$ cat config.mk
export PLATFORM = sky130hd
export DESIGN_NAME = huffman_decoder_flat
export DESIGN_NICKNAME = d
export VERILOG_FILES = /design/src/rtl/huffman_pkg.sv /design/src/rtl/huffman_decoder_if.sv /design/src/rtl/huffman_match.sv /design/src/rtl/huffman_decoder.sv /design/src/flat_wrapper.sv
export SDC_FILE = /design/constraint.sdc
export NUM_CORES = 1
export LEC_CHECK = 0
export BUFFER_PORTS_ARGS = -buffer_cell sky130_fd_sc_hd__buf_2
export CAP_MARGIN = 20
export CORE_MARGIN = 2
export CORE_UTILIZATION = 45
export CTS_CLUSTER_SIZE = 12
export DETAILED_ROUTE_END_ITERATION = 8
export PLACE_DENSITY = 0.68
export SKIP_LAST_GASP = 1
export SLEW_MARGIN = 0
export SYNTH_ARGS = -nofsm -noshare
export SYNTH_HDL_FRONTEND = slang
export SYNTH_SLANG_ARGS = --single-unit
export TNS_END_PERCENT = 1
$ cat constraint.sdc
create_clock -name clk -period 3.3 [get_ports clk]
set_input_delay 0 -clock clk [delete_from_list [all_inputs] [get_ports clk]]
set_output_delay 0 -clock clk [all_outputs]
set_load 0.02 [all_outputs]
$ cat src/rtl/huffman_pkg.sv
`default_nettype none
// +----------------------------------------------------------------------+
// | huffman_pkg : shared constants and types for the Huffman decoder    |
// | Rev 1.0                                                              |
// +----------------------------------------------------------------------+
package huffman_pkg;

  localparam int NSYM = 6;
  localparam int CW   = 8;
  localparam int LENW = $clog2(CW) + 1;
  localparam int CWB  = $clog2(CW);

  typedef enum logic [1:0] {
    IDLE = 2'd0,
    RUN  = 2'd1,
    HOLD = 2'd2,
    ERR  = 2'd3
  } state_t;

  typedef logic [2:0] sym_idx_t;

endpackage : huffman_pkg
`default_nettype wire

$ cat src/rtl/huffman_decoder_if.sv
`default_nettype none
// +----------------------------------------------------------------------+
// | huffman_decoder_if : table load, bit stream and symbol handshakes   |
// | Rev 1.0                                                              |
// +----------------------------------------------------------------------+
interface huffman_decoder_if;
  import huffman_pkg::*;

  logic           tbl_we;
  logic [2:0]     tbl_idx;
  logic [CW-1:0]  tbl_code;
  logic [CW-1:0]  tbl_mask;
  logic           start;
  logic           bit_valid;
  logic           bit_in;
  logic           bit_ready;
  logic           sym_valid;
  sym_idx_t       sym_out;
  logic           sym_ready;
  logic           err;
  logic           busy;

  modport master (
    output tbl_we, tbl_idx, tbl_code, tbl_mask, start, bit_valid, bit_in, sym_ready,
    input  bit_ready, sym_valid, sym_out, err, busy
  );

  modport slave (
    input  tbl_we, tbl_idx, tbl_code, tbl_mask, start, bit_valid, bit_in, sym_ready,
    output bit_ready, sym_valid, sym_out, err, busy
  );

endinterface : huffman_decoder_if
`default_nettype wire

$ cat src/rtl/huffman_match.sv
`default_nettype none
// +----------------------------------------------------------------------+
// | huffman_match : combinational codeword lookup, lowest index wins    |
// | Rev 1.0                                                              |
// +----------------------------------------------------------------------+
module huffman_match
  import huffman_pkg::*;
(
  input  logic [CW-1:0]            i_acc,
  input  logic [LENW-1:0]          i_len,
  input  logic [NSYM-1:0][CW-1:0]  i_code,
  input  logic [NSYM-1:0][CW-1:0]  i_mask,
  output logic                     o_hit,
  output sym_idx_t                 o_idx
);

  logic [CW-1:0] w_rxmask;

  always_comb begin
    w_rxmask = '0;
    for (int b = 0; b < CW; b++) begin
      w_rxmask[b] = (b < int'(i_len));
    end
  end

  // Scan downwards so the lowest matching index is the one left standing.
  always_comb begin
    o_hit = 1'b0;
    o_idx = '0;
    for (int i = NSYM - 1; i >= 0; i--) begin
      if ((i_len != '0) && (i_mask[i] == w_rxmask) &&
          ((i_acc & w_rxmask) == i_code[i])) begin
        o_hit = 1'b1;
        o_idx = sym_idx_t'(i + 1);
      end
    end
  end

endmodule : huffman_match
`default_nettype wire

$ cat src/rtl/huffman_decoder.sv
`default_nettype none
// +----------------------------------------------------------------------+
// | huffman_decoder : bit-serial LSB-first Huffman decoder, 6 symbols   |
// | Rev 1.0                                                              |
// +----------------------------------------------------------------------+
module huffman_decoder
  import huffman_pkg::*;
(
  input  logic              clk,
  input  logic              reset,
  huffman_decoder_if.slave  bus
);

  state_t                  r_state;
  state_t                  w_state_nxt;
  logic [NSYM-1:0][CW-1:0] r_code;
  logic [NSYM-1:0][CW-1:0] r_mask;
  logic [CW-1:0]           r_acc;
  logic [CW-1:0]           w_acc_d;
  logic [CW-1:0]           w_acc_bit;
  logic [LENW-1:0]         r_len;
  logic [LENW-1:0]         w_len_d;
  logic [LENW-1:0]         w_len_bit;
  logic                    r_sym_valid;
  logic                    w_sym_valid_d;
  sym_idx_t                r_sym_out;
  sym_idx_t                w_sym_out_d;
  logic                    r_err;
  logic                    w_err_d;
  logic                    w_tbl_wr;
  logic                    w_hit;
  sym_idx_t                w_hit_idx;

  always_comb begin
    w_acc_bit = r_acc;
    w_acc_bit[r_len[CWB-1:0]] = bus.bit_in;
    w_len_bit = r_len + LENW'(1);
  end

  huffman_match u_match (
    .i_acc  (w_acc_bit),
    .i_len  (w_len_bit),
    .i_code (r_code),
    .i_mask (r_mask),
    .o_hit  (w_hit),
    .o_idx  (w_hit_idx)
  );

  always_ff @(posedge clk) begin
    if (reset) begin
      r_state     <= IDLE;
      r_acc       <= '0;
      r_len       <= '0;
      r_sym_valid <= 1'b0;
      r_sym_out   <= '0;
      r_err       <= 1'b0;
    end else begin
      r_state     <= w_state_nxt;
      r_acc       <= w_acc_d;
      r_len       <= w_len_d;
      r_sym_valid <= w_sym_valid_d;
      r_sym_out   <= w_sym_out_d;
      r_err       <= w_err_d;
    end
  end

  always_comb begin
    w_state_nxt   = r_state;
    w_acc_d       = r_acc;
    w_len_d       = r_len;
    w_sym_valid_d = r_sym_valid;
    w_sym_out_d   = r_sym_out;
    w_err_d       = r_err;
    w_tbl_wr      = 1'b0;
    case (r_state)
      IDLE: begin
        w_tbl_wr = bus.tbl_we;
        if (bus.start) begin
          w_acc_d     = '0;
          w_len_d     = '0;
          w_state_nxt = RUN;
        end
      end
      RUN: begin
        if (bus.bit_valid) begin
          w_acc_d = w_acc_bit;
          w_len_d = w_len_bit;
          // A match on the final permitted bit beats the overflow error.
          if (w_hit) begin
            w_sym_out_d   = w_hit_idx;
            w_sym_valid_d = 1'b1;
            w_state_nxt   = HOLD;
          end else if (w_len_bit == LENW'(CW)) begin
            w_err_d     = 1'b1;
            w_state_nxt = ERR;
          end
        end
      end
      HOLD: begin
        if (bus.sym_ready) begin
          w_sym_valid_d = 1'b0;
          w_acc_d       = '0;
          w_len_d       = '0;
          w_state_nxt   = RUN;
        end
      end
      ERR: begin
        if (bus.start) begin
          w_err_d     = 1'b0;
          w_acc_d     = '0;
          w_len_d     = '0;
          w_state_nxt = RUN;
        end
      end
      default: w_state_nxt = IDLE;
    endcase
  end

  // Indices 0 and 7 fall outside 1..NSYM and simply never select an entry.
  always_ff @(posedge clk) begin
    if (reset) begin
      r_code <= '0;
      r_mask <= '0;
    end else if (w_tbl_wr) begin
      for (int i = 0; i < NSYM; i++) begin
        if (bus.tbl_idx == 3'(i + 1)) begin
          r_code[i] <= bus.tbl_code;
          r_mask[i] <= bus.tbl_mask;
        end
      end
    end
  end

  assign bus.bit_ready = (r_state == RUN);
  assign bus.busy      = (r_state != IDLE);
  assign bus.sym_valid = r_sym_valid;
  assign bus.sym_out   = r_sym_out;
  assign bus.err       = r_err;

endmodule : huffman_decoder
`default_nettype wire

$ cat src/flat_wrapper.sv
// flat-port wrapper written by rule: the top's interface ports become plain ports
module huffman_decoder_flat import huffman_pkg::*;
  (clk, reset, bus_tbl_we, bus_tbl_idx, bus_tbl_code, bus_tbl_mask, bus_start, bus_bit_valid, bus_bit_in, bus_sym_ready, bus_bit_ready, bus_sym_valid, bus_sym_out, bus_err, bus_busy);
  huffman_decoder_if bus_i ();
  input  logic clk;
  input  logic reset;
  input wire logic [$bits(bus_i.tbl_we)-1:0] bus_tbl_we;
  input wire logic [$bits(bus_i.tbl_idx)-1:0] bus_tbl_idx;
  input wire logic [$bits(bus_i.tbl_code)-1:0] bus_tbl_code;
  input wire logic [$bits(bus_i.tbl_mask)-1:0] bus_tbl_mask;
  input wire logic [$bits(bus_i.start)-1:0] bus_start;
  input wire logic [$bits(bus_i.bit_valid)-1:0] bus_bit_valid;
  input wire logic [$bits(bus_i.bit_in)-1:0] bus_bit_in;
  input wire logic [$bits(bus_i.sym_ready)-1:0] bus_sym_ready;
  output wire logic [$bits(bus_i.bit_ready)-1:0] bus_bit_ready;
  output wire logic [$bits(bus_i.sym_valid)-1:0] bus_sym_valid;
  output wire logic [$bits(bus_i.sym_out)-1:0] bus_sym_out;
  output wire logic [$bits(bus_i.err)-1:0] bus_err;
  output wire logic [$bits(bus_i.busy)-1:0] bus_busy;
  assign bus_i.tbl_we = bus_tbl_we;
  assign bus_i.tbl_idx = bus_tbl_idx;
  assign bus_i.tbl_code = bus_tbl_code;
  assign bus_i.tbl_mask = bus_tbl_mask;
  assign bus_i.start = bus_start;
  assign bus_i.bit_valid = bus_bit_valid;
  assign bus_i.bit_in = bus_bit_in;
  assign bus_i.sym_ready = bus_sym_ready;
  assign bus_bit_ready = bus_i.bit_ready;
  assign bus_sym_valid = bus_i.sym_valid;
  assign bus_sym_out = bus_i.sym_out;
  assign bus_err = bus_i.err;
  assign bus_busy = bus_i.busy;
  huffman_decoder u_core (.clk(clk), .reset(reset), .bus(bus_i));
endmodule
==> impl_metrics.json <==
{
  "status": "complete, no violations",
  "finalInstanceArea_mm2": 0.00884,
  "end_kind": "flop",
  "die_h_um": 127,
  "report.final.hold_viol_count": 0,
  "fp-row-count": 45,
  "hold_class": "primary input to flop",
  "finalCritPeriodShare_pct": 98.7,
  "critPathLaunchType": "flop",
  "yosys_warnings": 0,
  "syn_nets": 936,
  "slew_viol_final": 0,
  "avgRoutedWirePerCell_um": 22.0,
  "grt_max_degree": 79,
  "yosysMostFrequentCell": "nand2_1",
  "synth_top_area_share_pct": 33.7,
  "cp.arrival_ns": 3.63,
  "n_antenna_cell": 0,
  "tritoncts": "yes",
  "synth_ff_type": "dfxtp_1",
  "syn_avg_cell_area_um2": 7.56,
  "io_buffers": 32,
  "synth_top_area_cell": "dfxtp_1",
  "cts_buffers": 17,
  "dieWidth_um": 127,
  "crit_type": "flop to flop",
  "antenna_found_initial": 0,
  "place_area_mm2": 0.00778,
  "worstMarginPinSlew_ns": 0.915,
  "setup-violations-final": 0,
  "ys_async_sr_fraction_pct": 0,
  "syn_to_final_growth_pct": 29.4,
  "htree_levels": 4,
  "drc_errors": 0,
  "period_needed_ns": 3.26,
  "ios": 33,
  "coreArea_mm2": 0.0150,
  "leakage_nw": 3.42,
  "drive_above_1_share_pct": 21.3,
  "fin_nets": 1056,
  "fin_skew_ns": 0.00532,
  "cp_slowest_cell": "or4b_4",
  "fill_cells": 1341,
  "overflow": 0,
  "routed_wl_mm": 26.9,
  "cts-root-buf": "clkbuf_16",
  "crit_required_ns": 3.67,
  "grt_pass1_vias": 6808,
  "clkTransAtPathRegs_ns": 0.06,
  "clk_latency_ns": 0.42,
  "crit_buf_inv": 4,
  "maxCapViolations": 0,
  "cp_max_fo": 14,
  "vias_per_cell": 6.13,
  "hpwlAfterDp_mm": 18.7,
  "grt_usage_pct": 33.1,
  "start_util_pct": 45.4,
  "worst_path_dominant_cell_family": "simple AND/OR/NAND/NOR gates",
  "rsz0062_at_grt": "yes",
  "crit_path_frequent_cell": "buf_4",
  "max-slew-margin-rel_pct": 39.0,
  "die_area_mm2": 0.0162,
  "clk_path_buf_depth": 2,
  "synth.area.top_cells": "dfxtp_1, nand2_1, a21oi_1, mux2i_1, nor2_1",
  "drt_pass1_iterations": 6,
  "synth-seq-cells": 115,
  "cpPeakStageDelay_ns": 0.57,
  "hold_depth": 5,
  "ant_nets": 0,
  "final_core_util_pct": 58.8,
  "drt_iter0_markers": 876,
  "cp_num_cells": 14,
  "seq_area_frac_synth_pct": 33.7,
  "ir_worst_vdd_mv": 0.359,
  "cts_sinks": 115,
  "reg2reg_depth": 14,
  "synthCells": 904,
  "fmax_ghz": 0.307,
  "place_congestion": 0.998,
  "synth.distinct_cells": 82,
  "grt_pass1_wl_mm": 40.0,
  "vias": 7505,
  "synth-edff-count": 0,
  "pwr_density_cell_mw_per_mm2": 438,
  "path_cells": "buf_4 -> nor3b_1 -> mux2i_1 -> buf_4 -> buf_4 -> nand2_1 -> mux2_2 -> o22a_1 -> nor4_4 -> buf_4 -> a211o_1 -> or4b_4 -> a211o_1 -> nand2_1",
  "synthTopCellsByCount": "nand2_1, a21oi_1, dfxtp_1",
  "synth_area_mm2": 0.00683
}
==> final cells by class <==
type                            count  area (um2)  area share [%]
Clock buffer                       20         467            5.28
Clock inverter                     12         145            1.64
Timing Repair Buffer              154        1200            13.5
Sequential cell                   115        2310            26.1
Tap cell                          188         235            2.66
Multi-Input combinational cell    729        4460            50.5
Inverter                            7        26.3           0.297
==> metrics by stage <==
stage	setup TNS, ns	std cells	total power, W	hold slack [ns]	worst slack [ns]
6_report	0	1225	0.00387	0.0535	0.0429
5_1_grt	-0.146	1225	0.00398	0.0843	-0.0741
4_1_cts	-0.0191	1220	0.00384	0.0478	-0.00843
3_5_place_dp	-0.233	1169	0.00193	0.306	-0.118
3_3_place_gp	-0.192	1169	0.00193	0.303	-0.116
2_1_floorplan	0	904	0.00174	0.136	0.0755
==> cells in the final DEF, fill, tap and decap left out, types with 9 or more instances in the layout <==
cell / instances
nand2_1: 208
a21oi_1: 115
dfxtp_1: 112
buf_4: 97
nor2_1: 60
buf_2: 31
o21ai_0: 28
mux2i_1: 26
nor3_1: 21
dlygate4sd3_1: 19
xor2_1: 18
nand3_1: 17
clkbuf_16: 17
xnor2_1: 15
nand2b_1: 14
a22oi_1: 9
o211ai_1: 9
nand4_1: 9
==> final timing paths <==
path	from	end	slack, ns
worst max register to register	u_core.r_len[2]$_SDFFE_PP0P_	u_core.bus.sym_valid$_SDFFE_PP0P_	0.04
worst min-delay path	bus_tbl_we	u_core.r_mask[28]$_SDFFE_PP0P_	0.05
worst min register to register	u_core.r_mask[1]$_SDFFE_PP0P_	u_core.r_mask[1]$_SDFFE_PP0P_	0.47
worst max-delay path	u_core.r_len[2]$_SDFFE_PP0P_	u_core.bus.sym_valid$_SDFFE_PP0P_	0.04
==> cell families after synthesis <==
group                    Yosys count  synth area share (%)
AO/OA/AOI/OAI                    242                  22.4
XOR/XNOR                          36                  4.95
AND/OR/NAND/NOR                  414                  29.2
flip-flops                       115                  33.7
multiplexers                      31                  4.63
buffers and inverters             60                  4.05
adder cells (fa/ha/maj)            6                  1.10
==> worst min-delay path: stages <==
cell	delay, ns
buf_2	0.12
nand2b_1	0.09
nor3_2	0.09
nand2_1	0.07
a21oi_1	0.05
==> repair_timing <==
action | in CTS | in global routing
endpoints found under the setup margin | 5 | 7
gates resized for setup | 9 | 28
pin swaps | 0 | 6
buffers inserted | 0 | 5
hold buffers | 19 | 0
hold endpoints to repair | 92 | 0
==> flip-flops by register name, indices dropped and copies added (netlist names) <==
register	cells
u_core.r_state	2
u_core.r_mask	48
u_core.bus.err	1
u_core.bus.sym_valid	1
u_core.r_code	48
u_core.r_acc	8
u_core.r_len	4
u_core.bus.sym_out	3
==> power by group <==
part	switching (W)	internal [W]	leakage [nW]
Sequential	0.0000330	0.00142	0.931
Combinational	0.000316	0.000196	2.20
Clock	0.000722	0.00118	0.288
Total	0.00107	0.00280	3.42
==> routing by layer <==
layer	track usage, %	wire length (um)	vias to the layer above
met1	42.6	10800	3518
met3	8.12	2730	91
met5	0	0	-
met2	51.9	11900	426
met4	16.9	1500	0
li1	-	-	3470
Note: power is estimated with default switching activity, not from simulation.
